==> src/rtl/wb_pkg.sv <==
// Shared widths and the write-back entry type for the write-back stage.
package wb_pkg;
    localparam int XLEN       = 32;
    localparam int REG_ADDR_W = 5;

    typedef struct packed {
        logic [REG_ADDR_W-1:0] rd;
        logic [XLEN-1:0]       data;
    } wb_entry_t;
endpackage

==> src/rtl/wb_fifo.sv <==
// Show-ahead FIFO: the head entry is readable combinationally while non-empty.
module wb_fifo #(
    parameter int WIDTH = 8,
    parameter int DEPTH = 4
) (
    input  logic                   clk,
    input  logic                   rst_n,
    input  logic                   push,
    input  logic                   pop,
    input  logic [WIDTH-1:0]       din,
    output logic [WIDTH-1:0]       dout,
    output logic                   full,
    output logic                   empty,
    output logic [$clog2(DEPTH):0] count
);
    localparam int AW = $clog2(DEPTH);
    localparam logic [AW:0] FULL_CNT = (AW+1)'(DEPTH);

    logic [WIDTH-1:0] mem_q [DEPTH];
    logic [AW-1:0]    wr_ptr_q, wr_ptr_d;
    logic [AW-1:0]    rd_ptr_q, rd_ptr_d;
    logic [AW:0]      count_q, count_d;
    logic             push_ok, pop_ok;

    assign full  = (count_q == FULL_CNT);
    assign empty = (count_q == '0);
    assign count = count_q;
    assign dout  = mem_q[rd_ptr_q];

    always_comb begin
        push_ok  = push && !full;
        pop_ok   = pop && !empty;
        wr_ptr_d = wr_ptr_q;
        rd_ptr_d = rd_ptr_q;
        count_d  = count_q;
        if (push_ok) begin
            wr_ptr_d = wr_ptr_q + 1'b1;
        end
        if (pop_ok) begin
            rd_ptr_d = rd_ptr_q + 1'b1;
        end
        // Simultaneous push and pop leaves the occupancy unchanged.
        case ({push_ok, pop_ok})
            2'b10:   count_d = count_q + 1'b1;
            2'b01:   count_d = count_q - 1'b1;
            default: count_d = count_q;
        endcase
    end

    always_ff @(posedge clk or negedge rst_n) begin
        if (!rst_n) begin
            wr_ptr_q <= '0;
            rd_ptr_q <= '0;
            count_q  <= '0;
        end else begin
            wr_ptr_q <= wr_ptr_d;
            rd_ptr_q <= rd_ptr_d;
            count_q  <= count_d;
        end
    end

    always_ff @(posedge clk) begin
        if (push_ok) begin
            mem_q[wr_ptr_q] <= din;
        end
    end
endmodule

==> src/rtl/writeback_unit.sv <==
// Write-back stage: arbitrates ALU results against buffered load responses
// for the single register file write port and tracks pending load targets.
module writeback_unit #(
    parameter int XLEN      = wb_pkg::XLEN,
    parameter int MAX_LOADS = 4,
    parameter int RES_DEPTH = 2
) (
    input  logic            clk,
    input  logic            rst_n,
    input  logic            alu_valid,
    input  logic [4:0]      alu_rd,
    input  logic [XLEN-1:0] alu_data,
    input  logic            ld_issue_valid,
    input  logic [4:0]      ld_issue_rd,
    input  logic            ld_resp_valid,
    output logic            ld_resp_ready,
    input  logic [XLEN-1:0] ld_resp_data,
    input  logic [4:0]      chk_rs1,
    input  logic [4:0]      chk_rs2,
    input  logic [4:0]      chk_rd,
    output logic            hazard,
    output logic            issue_full,
    output logic            wb_stall,
    output logic            wb_en,
    output logic [4:0]      wb_rd,
    output logic [XLEN-1:0] wb_data,
    output logic            proto_err
);
    import wb_pkg::*;

    localparam int ENT_W = REG_ADDR_W + XLEN;

    logic                          tag_push, tag_pop, tag_full, tag_empty;
    logic [REG_ADDR_W-1:0]         tag_head;
    logic [$clog2(MAX_LOADS):0]    tag_count;
    logic                          res_push, res_pop, res_full, res_empty;
    logic [ENT_W-1:0]              res_din, res_dout;
    logic [$clog2(RES_DEPTH):0]    res_count;
    logic                          resp_acc;
    logic [REG_ADDR_W-1:0]         head_rd;
    logic [XLEN-1:0]               head_data;

    logic                          wb_en_q, wb_en_d;
    logic [REG_ADDR_W-1:0]         wb_rd_q, wb_rd_d;
    logic [XLEN-1:0]               wb_data_q, wb_data_d;
    logic                          proto_err_q, proto_err_d;
    logic [31:1]                   busy_q, busy_d;
    logic [31:0]                   busy_vec;
    logic                          unused_counts;

    assign issue_full    = tag_full;
    assign wb_stall      = res_full;
    assign ld_resp_ready = !res_full;
    assign unused_counts = ^{tag_count, res_count};

    assign tag_push  = ld_issue_valid && !tag_full;
    assign resp_acc  = ld_resp_valid && !res_full;
    assign tag_pop   = resp_acc && !tag_empty;
    assign res_push  = tag_pop;
    assign res_din   = {tag_head, ld_resp_data};
    assign res_pop   = !alu_valid && !res_empty;
    assign head_rd   = res_dout[ENT_W-1 -: REG_ADDR_W];
    assign head_data = res_dout[XLEN-1:0];

    wb_fifo #(.WIDTH(REG_ADDR_W), .DEPTH(MAX_LOADS)) u_tag_q (
        .clk   (clk),
        .rst_n (rst_n),
        .push  (tag_push),
        .pop   (tag_pop),
        .din   (ld_issue_rd),
        .dout  (tag_head),
        .full  (tag_full),
        .empty (tag_empty),
        .count (tag_count)
    );

    wb_fifo #(.WIDTH(ENT_W), .DEPTH(RES_DEPTH)) u_res_q (
        .clk   (clk),
        .rst_n (rst_n),
        .push  (res_push),
        .pop   (res_pop),
        .din   (res_din),
        .dout  (res_dout),
        .full  (res_full),
        .empty (res_empty),
        .count (res_count)
    );

    always_comb begin
        wb_en_d     = 1'b0;
        wb_rd_d     = wb_rd_q;
        wb_data_d   = wb_data_q;
        proto_err_d = proto_err_q | (resp_acc && tag_empty);
        if (alu_valid) begin
            wb_en_d   = 1'b1;
            wb_rd_d   = alu_rd;
            wb_data_d = alu_data;
        end else if (res_pop) begin
            wb_en_d   = 1'b1;
            wb_rd_d   = head_rd;
            wb_data_d = head_data;
        end
    end

    // A new issue to a register outranks the retirement of an older load to it.
    for (genvar gi = 1; gi < 32; gi++) begin : g_busy
        assign busy_d[gi] = (tag_push && (ld_issue_rd == 5'(gi))) |
                            (busy_q[gi] & ~(res_pop && (head_rd == 5'(gi))));
    end

    assign busy_vec = {busy_q, 1'b0};
    assign hazard   = busy_vec[chk_rs1] | busy_vec[chk_rs2] | busy_vec[chk_rd];

    always_ff @(posedge clk or negedge rst_n) begin
        if (!rst_n) begin
            wb_en_q     <= 1'b0;
            wb_rd_q     <= '0;
            wb_data_q   <= '0;
            proto_err_q <= 1'b0;
            busy_q      <= '0;
        end else begin
            wb_en_q     <= wb_en_d;
            wb_rd_q     <= wb_rd_d;
            wb_data_q   <= wb_data_d;
            proto_err_q <= proto_err_d;
            busy_q      <= busy_d;
        end
    end

    assign wb_en     = wb_en_q;
    assign wb_rd     = wb_rd_q;
    assign wb_data   = wb_data_q;
    assign proto_err = proto_err_q;
endmodule

==> config.mk <==
export PLATFORM = sky130hd
export DESIGN_NAME = writeback_unit
export DESIGN_NICKNAME = d
export VERILOG_FILES = /design/src/rtl/wb_pkg.sv /design/src/rtl/wb_fifo.sv /design/src/rtl/writeback_unit.sv
export SDC_FILE = /design/constraint.sdc
export NUM_CORES = 1
export LEC_CHECK = 0
export ABC_AREA = 1
export ABC_CLOCK_PERIOD_IN_PS = 2800
export BUFFER_PORTS_ARGS = -buffer_cell sky130_fd_sc_hd__clkbuf_2
export CORE_ASPECT_RATIO = 1.75
export CORE_UTILIZATION = 51
export DETAILED_ROUTE_END_ITERATION = 10
export PLACE_DENSITY = 0.76
export SETUP_SLACK_MARGIN = 0.4
export SLEW_MARGIN = 20
export SYNTH_ARGS = -nofsm -noshare
export SYNTH_HDL_FRONTEND = slang
export SYNTH_SLANG_ARGS = --single-unit
export TNS_END_PERCENT = 10
==> constraint.sdc <==
create_clock -name clk -period 2.8 [get_ports clk]
set_input_delay 0.56 -clock clk [delete_from_list [all_inputs] [get_ports clk]]
set_output_delay 0.56 -clock clk [all_outputs]
set_load 0.02 [all_outputs]
==> flow_summary.ini <==
[run_status]
outcome = finished with violations
failed_checks = design-rule violations

[yosys]
synthCells = 867
avgSynthCellArea_um2 = 9.43
ys.flop_type = edfxtp_1
ys_warn_count = 0
synth_edf_count = 94
synthArstFlopShare_pct = 46.3
syn-num-nets = 968
ys_seq_area_share_pct = 59.3
ys_seq_elements = 175
synth_cell_type_count = 39
syn-cell-area_um2 = 8170

[place]
placed_cells = 1158
dp_hpwl_um = 14400
routabilityCongestion = 0.952
port_buffers = 136

[grt]
gr-usage-met1_pct = 28.6
antenna_found_initial = 0
met2_usage_pct = 46.6
gr-usage-met3_pct = 4.32
first_global_vias = 6517
grt_max_degree = 59
grtUsageTotal_pct = 26.0
overflow = 0
grt_busiest_layer = met2
grt_first_pass_wirelength_um = 32900

[final_layout]
area.growth.synth_to_final_pct = 19.1
fin_cells = 1193
final_common_cell = nand2_1
drive_gt1_share_pct = 22.6
final_cell_mix = nand2_1 (240), clkbuf_2 (129), edfxtp_1 (94)
diodes = 0
nNetsFinal = 1095

[critical_path]
end_kind = primary output
required_ns = 2.24
crit_type = reg -> out
cp.arrival_ns = 1.72
worstSetupStartpointType = flop
rrSetupSlack_ns = 0.65
r2r_start = u_tag_q.count[0]
timing.rr.end = u_tag_q.count[2]
crit_path_max_fanout = 3
worstRegToRegCells = 9

[cts]
clkSinkCount = 175
cts_root_buffer = clkbuf_16
cts_buffers = 17
post_cts_buffers = 0
cts-hold-fix-buffers = 0
cts.clk_slew.worst_paths_ns = 0.08
clock_path_buffers = 2
insertion_delay_ns = 0.43
cts_tree = done
post_cts_resized = 0
htree_levels = 4

[sta]
rsz0062_at_grt = false
slew_violations = 0
fmax_ghz = 0.438
worst_slew_pin_slew_ns = 0.673
clock_skew_ns = 0.0126
fin_crit_ns = 2.28
fin_crit_sh_pct = 81.5
setup-violations-final = 0
hold_violations = 0
maxSlewHeadroom_pct = 55.1
tns_ns = 0

[power_and_ir_drop]
p_per_area_nw_per_um2 = 1050
peakVddDrop_v = 0.000563
leakagePower_nw = 4.15

[routing]
vias = 6643
drc = 34
dr.pass1.iters = 8
routedWlPerCell_um = 17.5
via_per_inst = 5.57
drt_iter0_markers = 408
finalWirelength_um = 20900
drtAntennaViolNets = 0

[die]
fp.dieW_um = 97.7
die_h_um = 169
ios = 137
floorplan.initialDensity_pct = 52.6
dieArea_um2 = 16600
core-area_um2 = 15500
num_rows = 60

[job]
cap_violations = 0

[worst_hold_path]
holdCritPathClass = in -> async
stage by stage:
stage	setup WS, ns	util [%]	hold WS, ns	total power [W]	instance area, um^2
floorplan	0.304	-	0.264	0.00658	8180
global placement	0.502	58.1	0.452	0.00769	9020
detailed placement	0.503	58.1	0.472	0.00779	9020
CTS	0.503	62.0	0.167	0.0102	9640
global route	0.402	62.6	0.188	0.0109	9730
finish	0.518	62.6	0.145	0.0102	9730
power breakdown:
group          leakage (nW)  total (W)  switching (W)  internal (W)
combinational          2.00    0.00343        0.00230       0.00113
clock                 0.301    0.00243        0.00113       0.00130
sequential             1.84    0.00437       0.000700       0.00367
total                  4.15     0.0102        0.00413       0.00611
metal layers:
| metal | vias to the layer above | routed length [um] |
|---|---|---|
| met1 | 3129 | 7620 |
| met3 | 63 | 1310 |
| met5 | - | 0 |
| met2 | 265 | 10800 |
| met4 | 0 | 1140 |
| li1 | 3186 | - |
state kept, by name (all words and copies together) (netlist names):
| register | cells |
|---|---|
| busy_q | 31 |
| proto_err | 1 |
| u_res_q.count | 2 |
| u_res_q.mem_q | 74 |
| u_res_q.rd_ptr_q | 1 |
| u_res_q.wr_ptr_q | 1 |
| u_tag_q.count | 3 |
| u_tag_q.mem_q | 20 |
| u_tag_q.rd_ptr_q | 2 |
| u_tag_q.wr_ptr_q | 2 |
| wb_data | 32 |
| wb_en | 1 |
| wb_rd | 5 |
kinds of logic after synthesis:
kind of cell    after synthesis  synth area share, %
xor+xnor                      7                0.750
simple gates                403                 21.2
buf+inv                     106                 5.45
compound gates              169                 12.1
fa+ha+maj                     7                 1.16
flops                       175                 59.3
worst max-delay path: stages, from the launching register on:
cell and delay, ns:
dfrtp_1 0.39, inv_1 0.17, nand2_1 0.07, o211ai_1 0.10, nand2_1 0.07, nand3_1 0.09
nand3b_1 0.08, nand2_1 0.09, nand3_1 0.08, buf_4 0.16
final cells by class:
type | count | area (um^2)
clock buffers | 18 | 429
clock inverters | 14 | 191
fillers | 1312 | 5810
inverters | 64 | 262
multi-input cells | 586 | 2910
flip-flops and latches | 175 | 4850
well taps | 186 | 233
repair buffers | 147 | 830
repair inverters | 3 | 22.5
synth_stat cells, types with 5 or more instances:
cell / count / area, um^2
buf_4: 7 / 52.6
edfxtp_1: 94 / 2820
nand2_1: 241 / 905
inv_1: 58 / 218
clkbuf_1: 18 / 67.6
o311ai_2: 6 / 97.6
o22ai_1: 5 / 31.3
nand4_1: 8 / 50.1
o21ai_0: 44 / 220
nand3_1: 75 / 375
xor2_1: 5 / 43.8
buf_2: 14 / 70.1
nor2_4: 8 / 90.1
ha_1: 6 / 75.1
dfrtp_1: 81 / 2030
nor2_1: 61 / 229
o311ai_0: 5 / 43.8
inv_2: 5 / 18.8
a21oi_1: 44 / 220
o21ai_1: 53 / 265
o211ai_1: 5 / 37.5
worst max path at each step:
stage,start,to,slack (ns),cells past startpoint
2_1_floorplan,u_res_q.count[1],u_res_q.mem_q[1][0],0.30,7
4_1_cts,chk_rs2[0],hazard,0.50,11
6_report,busy_q[5],hazard,0.52,9
5_1_grt,busy_q[3],hazard,0.40,9
3_3_place_gp,chk_rs2[0],hazard,0.50,11
3_5_place_dp,chk_rs2[0],hazard,0.50,11
No activity file was read; power rests on OpenSTA's default activity.
